`src/rtl/hazard_ctrl.sv`:
```
// hazard_ctrl: hazard and forwarding controller for the 16-bit ID/EX/MEM/WB core.
// Tracks the destination of every in-flight instruction (EX, MEM, WB slots) and
// the multi-cycle mul/div unit that writes R0. Resolves per-port forward selects
// (00 register file, 01 WB write data, 10 R0 mul/div result) and the ID stall.
// Optional feature macro: HAZARD_FWD_WB_EN -- when defined, a WB-slot match is
// forwarded with select 01; when undefined it stalls one cycle and the operand
// is read from the register file afterwards (select 01 is never driven).
module hazard_ctrl #(
  parameter int REG_NUM_WIDTH = 4,
  parameter int MD_LATENCY    = 4
) (
  input  logic                     clk,
  input  logic                     rst_n,
  input  logic                     id_valid,
  input  logic [REG_NUM_WIDTH-1:0] id_rn_a,
  input  logic [REG_NUM_WIDTH-1:0] id_rn_b,
  input  logic                     id_use_a,
  input  logic                     id_use_b,
  input  logic                     id_wr_en,
  input  logic [REG_NUM_WIDTH-1:0] id_rd,
  input  logic                     id_mdiv,
  output logic [1:0]               fwd_a,
  output logic [1:0]               fwd_b,
  output logic                     stall,
  output logic                     issue,
  output logic                     wb_wr_en,
  output logic [REG_NUM_WIDTH-1:0] wb_rd,
  output logic                     md_start,
  output logic                     md_busy
);

  typedef enum logic [1:0] {
    MD_IDLE = 2'b00,
    MD_BUSY = 2'b01,
    MD_DONE = 2'b10
  } md_state_t;

  // Last counter value reached while BUSY; the following cycle is DONE.
  localparam logic [3:0] MD_LAST = 4'(MD_LATENCY - 1);
  localparam logic [REG_NUM_WIDTH-1:0] REG_ZERO = {REG_NUM_WIDTH{1'b0}};

  // Pipeline slots: valid, writes-register flag, destination.
  logic                     ex_valid_r,  mem_valid_r,  wb_valid_r;
  logic                     ex_wr_r,     mem_wr_r,     wb_wr_r;
  logic [REG_NUM_WIDTH-1:0] ex_rd_r,     mem_rd_r,     wb_rd_r;

  // Mul/div sequencer.
  md_state_t  md_state_r, md_state_s;
  logic [3:0] md_cnt_r,   md_cnt_s;
  logic       md_start_r, md_busy_r;

  // Hazard resolution intermediates.
  logic       near_a_s, near_b_s, wb_a_s, wb_b_s;
  logic [2:0] res_a_s, res_b_s;
  logic       md_active_s, r0_writer_s, struct_haz_s, stall_s, issue_s, ex_wr_s;

  // Resolve one read port. Returns {hazard, fwd_select}; first match wins.
  // A pending R0 result from the mul/div unit outranks any slot match on R0.
  function automatic logic [2:0] resolve_port(
    input logic use_x,
    input logic rn_zero,
    input logic md_done,
    input logic md_busy_only,
    input logic near_hit,
    input logic wb_hit
  );
    logic [2:0] res;
    if (!use_x) begin
      res = 3'b000;
    end else if (rn_zero && md_done) begin
      res = 3'b010;
    end else if (rn_zero && md_busy_only) begin
      res = 3'b100;
    end else if (near_hit) begin
      res = 3'b100;
    end else if (wb_hit) begin
`ifdef HAZARD_FWD_WB_EN
      res = 3'b001;
`else
      res = 3'b100;
`endif
    end else begin
      res = 3'b000;
    end
    return res;
  endfunction

  // Per-port source matching against the in-flight writers.
  always_comb begin
    near_a_s = (ex_valid_r  & ex_wr_r  & (ex_rd_r  == id_rn_a)) |
               (mem_valid_r & mem_wr_r & (mem_rd_r == id_rn_a));
    near_b_s = (ex_valid_r  & ex_wr_r  & (ex_rd_r  == id_rn_b)) |
               (mem_valid_r & mem_wr_r & (mem_rd_r == id_rn_b));
    wb_a_s   = wb_valid_r & wb_wr_r & (wb_rd_r == id_rn_a);
    wb_b_s   = wb_valid_r & wb_wr_r & (wb_rd_r == id_rn_b);
  end

  // Port resolution, structural hazards, stall and forward selects.
  always_comb begin
    md_active_s = (md_state_r != MD_IDLE);
    r0_writer_s = (ex_valid_r  & ex_wr_r  & (ex_rd_r  == REG_ZERO)) |
                  (mem_valid_r & mem_wr_r & (mem_rd_r == REG_ZERO)) |
                  (wb_valid_r  & wb_wr_r  & (wb_rd_r  == REG_ZERO));
    res_a_s = resolve_port(id_valid & id_use_a, (id_rn_a == REG_ZERO),
                           (md_state_r == MD_DONE), (md_state_r == MD_BUSY),
                           near_a_s, wb_a_s);
    res_b_s = resolve_port(id_valid & id_use_b, (id_rn_b == REG_ZERO),
                           (md_state_r == MD_DONE), (md_state_r == MD_BUSY),
                           near_b_s, wb_b_s);
    // Only one R0 producer may be in flight at a time.
    struct_haz_s = id_valid & ((id_mdiv & md_active_s) |
                               (id_mdiv & r0_writer_s) |
                               (id_wr_en & ~id_mdiv & (id_rd == REG_ZERO) & md_active_s));
    stall_s = res_a_s[2] | res_b_s[2] | struct_haz_s;
    issue_s = id_valid & ~stall_s;
    // A mul/div result reaches R0 through the unit, never through WB.
    ex_wr_s = issue_s & id_wr_en & ~id_mdiv;
    if (stall_s) begin
      fwd_a = 2'b00;
      fwd_b = 2'b00;
    end else begin
      fwd_a = res_a_s[1:0];
      fwd_b = res_b_s[1:0];
    end
  end

  // Mul/div next state: IDLE -> BUSY on issue, count to MD_LATENCY-1, one DONE cycle.
  always_comb begin
    md_state_s = md_state_r;
    md_cnt_s   = md_cnt_r;
    case (md_state_r)
      MD_IDLE: begin
        if (issue_s && id_mdiv) begin
          md_state_s = MD_BUSY;
          md_cnt_s   = 4'd0;
        end else begin
          md_state_s = MD_IDLE;
          md_cnt_s   = 4'd0;
        end
      end
      MD_BUSY: begin
        md_cnt_s = md_cnt_r + 4'd1;
        if ((md_cnt_r + 4'd1) == MD_LAST) begin
          md_state_s = MD_DONE;
        end else begin
          md_state_s = MD_BUSY;
        end
      end
      MD_DONE: begin
        md_state_s = MD_IDLE;
        md_cnt_s   = 4'd0;
      end
      default: begin
        md_state_s = MD_IDLE;
        md_cnt_s   = 4'd0;
      end
    endcase
  end

  // Mul/div state, counter and registered start/busy flags.
  always_ff @(posedge clk or negedge rst_n) begin
    if (!rst_n) begin
      md_state_r <= MD_IDLE;
      md_cnt_r   <= 4'd0;
      md_start_r <= 1'b0;
      md_busy_r  <= 1'b0;
    end else begin
      md_state_r <= md_state_s;
      md_cnt_r   <= md_cnt_s;
      md_start_r <= (md_state_r == MD_IDLE) && (md_state_s == MD_BUSY);
      md_busy_r  <= (md_state_s != MD_IDLE);
    end
  end

  // Slot shift: EX takes the issued instruction or a bubble; slots never hold.
  always_ff @(posedge clk or negedge rst_n) begin
    if (!rst_n) begin
      ex_valid_r  <= 1'b0;
      ex_wr_r     <= 1'b0;
      ex_rd_r     <= REG_ZERO;
      mem_valid_r <= 1'b0;
      mem_wr_r    <= 1'b0;
      mem_rd_r    <= REG_ZERO;
      wb_valid_r  <= 1'b0;
      wb_wr_r     <= 1'b0;
      wb_rd_r     <= REG_ZERO;
    end else begin
      ex_valid_r  <= issue_s;
      ex_wr_r     <= ex_wr_s;
      ex_rd_r     <= ex_wr_s ? id_rd : REG_ZERO;
      mem_valid_r <= ex_valid_r;
      mem_wr_r    <= ex_wr_r;
      mem_rd_r    <= ex_rd_r;
      wb_valid_r  <= mem_valid_r;
      wb_wr_r     <= mem_wr_r;
      wb_rd_r     <= mem_rd_r;
    end
  end

  assign stall    = stall_s;
  assign issue    = issue_s;
  assign wb_wr_en = wb_valid_r & wb_wr_r;
  assign wb_rd    = wb_rd_r;
  assign md_start = md_start_r;
  assign md_busy  = md_busy_r;

endmodule

```
`config.mk`:
```
export PLATFORM = sky130hd
export DESIGN_NAME = hazard_ctrl
export DESIGN_NICKNAME = d
export VERILOG_FILES = /design/src/rtl/hazard_ctrl.sv
export SDC_FILE = /design/constraint.sdc
export NUM_CORES = 1
export LEC_CHECK = 0
export BUFFER_PORTS_ARGS = -buffer_cell sky130_fd_sc_hd__buf_2
export CORE_MARGIN = 2
export CORE_UTILIZATION = 55
export CTS_CLUSTER_DIAMETER = 80
export DETAILED_ROUTE_END_ITERATION = 10
export PLACE_DENSITY_LB_ADDON = 0.1
export SKIP_LAST_GASP = 1
export SLEW_MARGIN = 30
export SYNTH_ARGS = -nofsm -noshare
export SYNTH_HDL_FRONTEND = slang
export SYNTH_SLANG_ARGS = --single-unit
export TNS_END_PERCENT = 100
```
`constraint.sdc`:
```
create_clock -name clk -period 3 [get_ports clk]
set_input_delay 0.6 -clock clk [delete_from_list [all_inputs] [get_ports clk]]
set_output_delay 0.6 -clock clk [all_outputs]
set_load 0.02 [all_outputs]
```
==> metrics.txt <==
# TYPE chip_impl_metric gauge
chip_impl_metric{name="die_height",unit="µm"} 54.0
chip_impl_info{name="layout_commonest_cell",value="sky130_fd_sc_hd__buf_2"} 1
chip_impl_info{name="synth_area_leaders",value="sky130_fd_sc_hd__dfrtp_1 (47%), sky130_fd_sc_hd__xor2_1 (11%), sky130_fd_sc_hd__xnor2_1 (6.4%), sky130_fd_sc_hd__nor4_1 (4.5%), sky130_fd_sc_hd__nor2_1 (3.8%)"} 1
chip_impl_metric{name="timing.final.setup_violations",unit=""} 0
chip_impl_metric{name="routed_via_density",unit=""} 5.57
chip_impl_metric{name="met3_usage",unit="%"} 4.44
chip_impl_metric{name="final_layout_size_suffix_gt1_share",unit="%"} 26.4
chip_impl_metric{name="globalRouteOverflowTotal",unit=""} 0
chip_impl_metric{name="worst-path-buf-inv",unit=""} 2
chip_impl_metric{name="layout-area-overhead-vs-synth",unit="%"} 16.0
chip_impl_metric{name="number_of_global_route_vias_before_repair",unit=""} 969
chip_impl_metric{name="synth-seq-area-share",unit="%"} 47.3
chip_impl_metric{name="postRouteWirelength",unit="mm"} 2.80
chip_impl_metric{name="maxSlewHeadroom",unit="%"} 63.3
chip_impl_metric{name="syn_avg_cell_area",unit="µm²"} 10.5
chip_impl_metric{name="io-pin-count",unit=""} 32
chip_impl_metric{name="powerDensity",unit="mW/mm²"} 592
chip_impl_metric{name="irDropWorstVdd",unit="mV"} 0.460
chip_impl_metric{name="post_synth_instance_area",unit="mm²"} 0.00138
chip_impl_metric{name="totalNegativeSetupSlack",unit="ps"} 0
chip_impl_metric{name="drt.antenna.violating_nets",unit=""} 0
chip_impl_info{name="setup_repair_after_global_routing_missed_its_margin",value="no"} 1
chip_impl_metric{name="finalHoldViolCount",unit=""} 0
chip_impl_metric{name="final_util",unit="%"} 65.6
chip_impl_metric{name="place_hpwl",unit="mm"} 2.22
chip_impl_metric{name="postSynthCellCount",unit=""} 131
chip_impl_metric{name="slew_violations",unit=""} 0
chip_impl_metric{name="remaining_drc_errors",unit=""} 0
chip_impl_metric{name="cap_violations",unit=""} 0
chip_impl_metric{name="synth_enable_flop_cells",unit=""} 0
chip_impl_metric{name="initial_utilization",unit="%"} 56.6
chip_impl_metric{name="core.rowCount",unit=""} 18
chip_impl_metric{name="yosys_warnings",unit=""} 0
chip_impl_metric{name="part_of_the_cycle_the_worst_path_needs",unit="%"} 94.6
chip_impl_metric{name="detailedRoute.firstPassIterationCount",unit=""} 4
chip_impl_metric{name="grt_antenna_before_repair",unit=""} 0
chip_impl_metric{name="yosysUniqueCellTypes",unit=""} 30
chip_impl_metric{name="grt_max_degree",unit=""} 27
chip_impl_info{name="critPathKind",value="in -> out"} 1
chip_impl_metric{name="achievable-frequency",unit="GHz"} 0.352
chip_impl_metric{name="drt_iter0_markers",unit=""} 11
chip_impl_metric{name="via_count",unit=""} 1075
chip_impl_metric{name="clkSlewWorstSetupHoldPaths",unit="ps"} 140
chip_impl_metric{name="cts_bufs_inserted",unit=""} 3
chip_impl_info{name="layout_common_cells",value="sky130_fd_sc_hd__buf_2 (29), sky130_fd_sc_hd__dfrtp_1 (26), sky130_fd_sc_hd__xor2_1 (17)"} 1
chip_impl_metric{name="hold_slack",unit="ps"} 240
chip_impl_metric{name="grtUsageMet1",unit="%"} 28.1
chip_impl_info{name="path_cells",value="buf_2 > or4_4 > nor2_1 > a2111oi_2 > o211ai_2 > nor2_1 > buf_2"} 1
chip_impl_metric{name="cp_slowest_stage_delay",unit="ps"} 570
chip_impl_metric{name="antenna_cells_inserted",unit=""} 0
chip_impl_info{name="critical_path.startpoint_type",value="input pin"} 1
chip_impl_info{name="grt_most_used_layer",value="met2"} 1
chip_impl_metric{name="synth.top_cell.area_share",unit="%"} 47.3
chip_impl_metric{name="layout_cells_excl_fill",unit=""} 193
chip_impl_metric{name="timing.critical_path.required",unit="ps"} 2400
chip_impl_info{name="yosys_most_used_dff",value="sky130_fd_sc_hd__dfrtp_1"} 1
chip_impl_metric{name="max_slew.worst_pin.slew",unit="ps"} 550
chip_impl_metric{name="gr-usage-met2",unit="%"} 35.6
chip_impl_info{name="cell_taking_the_most_area_after_synthesis",value="sky130_fd_sc_hd__dfrtp_1"} 1
chip_impl_info{name="clockRootBuffer",value="sky130_fd_sc_hd__clkbuf_4"} 1
chip_impl_metric{name="number_of_filler_cells_placed_in_the_layout",unit=""} 204
chip_impl_metric{name="grt_pass1_wl",unit="mm"} 4.42
chip_impl_metric{name="place_congestion",unit=""} 0.891
chip_impl_info{name="path_delay_family",value="simple AND/OR/NAND/NOR gates"} 1
chip_impl_metric{name="floorplan.die_area",unit="mm²"} 0.00292
chip_impl_info{name="max_stage_delay_cell_worst_path",value="sky130_fd_sc_hd__or4_4"} 1
chip_impl_metric{name="critical_path.max_fanout",unit=""} 7
chip_impl_metric{name="critPathArrivalTime",unit="ps"} 2240
chip_impl_metric{name="postSynthRegisterBits",unit=""} 26
chip_impl_metric{name="coreArea",unit="mm²"} 0.00243
chip_impl_metric{name="tritoncts_num_sinks",unit=""} 26
chip_impl_metric{name="worstSkewPairLatency",unit="ps"} 320
chip_impl_metric{name="finalWorstPathRequiredPeriod",unit="ps"} 2840
chip_impl_metric{name="cts_resized",unit=""} 0
chip_impl_metric{name="post-layout-total-power",unit="mW"} 0.945
chip_impl_metric{name="wl_per_cell",unit="µm"} 14.5
chip_impl_metric{name="postCtsSetupBuffers",unit=""} 0
chip_impl_metric{name="design.final.nets",unit=""} 185
chip_impl_metric{name="grt_use_total",unit="%"} 22.3
chip_impl_metric{name="clockBufferDepth",unit=""} 2
chip_impl_metric{name="timing.clock.skew",unit="ps"} 4.68
chip_impl_metric{name="cts_max_level",unit=""} 1
chip_impl_metric{name="p_leak",unit="nW"} 0.781
chip_impl_metric{name="post_cts_hold_buffer_count",unit=""} 0
chip_impl_metric{name="placedCellCount",unit=""} 189
chip_impl_info{name="worstHoldPathType",value="in -> async"} 1
chip_impl_info{name="outcome",value="completed"} 1
chip_impl_metric{name="ys_async_rst_share",unit="%"} 100
chip_impl_metric{name="die-width",unit="µm"} 54.0
chip_impl_info{name="timing.critical_path.to_type",value="primary output"} 1
chip_impl_metric{name="port_buffers",unit=""} 29
chip_impl_info{name="cts_tree",value="done"} 1
[flip-flops by register name (all words and copies together), names as in the netlist]
name         flops
ex_rd_r          4
wb_wr_r          1
md_state_r       2
wb_valid_r       1
mem_valid_r      1
wb_rd            4
ex_valid_r       1
ex_wr_r          1
mem_rd_r         4
md_busy          1
mem_wr_r         1
md_cnt_r         4
md_start         1
[final cells by class]
class / instances / area (µm²) / area share [%]
Multi-Input combinational cell: 98 / 684 / 42.9
Sequential cell: 26 / 651 / 40.8
Timing Repair Buffer: 30 / 153 / 9.56
Tap cell: 30 / 37.5 / 2.35
Clock inverter: 1 / 30.0 / 1.88
Clock buffer: 3 / 22.5 / 1.41
Inverter: 5 / 18.8 / 1.18
[cells by family after synthesis]
| logic type | after synthesis | synth area share, % |
|---|---|---|
| compound gates | 9 | 8.27 |
| xor+xnor | 27 | 17.2 |
| fa+ha+maj | 2 | 1.82 |
| buf+inv | 8 | 3.27 |
| flops | 26 | 47.3 |
| other cells | 1 | 0.272 |
| simple gates | 58 | 21.9 |
[worst reg2reg max path, cell delays in order, from the launching register on]
cell and delay [ps]:
sky130_fd_sc_hd__dfrtp_1 460, sky130_fd_sc_hd__xor2_1 180, sky130_fd_sc_hd__nor4_1 440, sky130_fd_sc_hd__a2111oi_2 100, sky130_fd_sc_hd__o211ai_2 420, sky130_fd_sc_hd__buf_4 220, sky130_fd_sc_hd__nor2_1 60
[routing by layer]
| metal | vias to the layer above | part of all wire [%] |
|---|---|---|
| met5 | - | 0 |
| met4 | 0 | 3.2 |
| met3 | 12 | 5.6 |
| met2 | 45 | 49 |
| met1 | 503 | 42 |
| li1 | 515 | - |
[synthesized netlist by cell type (2+ instances only)]
master and instances:
sky130_fd_sc_hd__nor2_1 14, sky130_fd_sc_hd__nor4_1 10, sky130_fd_sc_hd__nor3_1 2, sky130_fd_sc_hd__dfrtp_1 26, sky130_fd_sc_hd__xnor2_1 10, sky130_fd_sc_hd__nor3_2 3, sky130_fd_sc_hd__nand2_1 13, sky130_fd_sc_hd__nand3_1 9
sky130_fd_sc_hd__inv_1 5, sky130_fd_sc_hd__ha_1 2, sky130_fd_sc_hd__xor2_1 17, sky130_fd_sc_hd__buf_4 2
[power breakdown]
part	total, mW	internal (mW)	switching, mW	leakage [nW]
Combinational	0.246	0.0977	0.149	0.409
Clock	0.236	0.135	0.101	0.0279
Sequential	0.462	0.401	0.0610	0.344
[final timing paths]
check                                startpoint               endpoint  slack, ps  depth (start not counted)
hold / removal                            rst_n      wb_wr_r$_DFF_PN0_        240                          1
hold reg to reg            ex_valid_r$_DFF_PN0_  mem_valid_r$_DFF_PN0_        460                          0
setup reg to reg             wb_rd[3]$_DFF_PN0_   ex_rd_r[1]$_DFF_PN0_       1040                          6
setup / recovery                     id_rn_a[0]                  issue        160                          7
max in group asynchronous                 rst_n  mem_rd_r[1]$_DFF_PN0_       2390                          1
min in group clk           ex_valid_r$_DFF_PN0_  mem_valid_r$_DFF_PN0_        460                          0
[through the flow]
stage	worst slack [ps]	instance area, µm²
floorplan	429	1380
global placement	206	1540
detailed placement	165	1540
CTS	158	1600
global route	32.3	1600
finish	162	1600
Power figures use the tool's default switching activity.
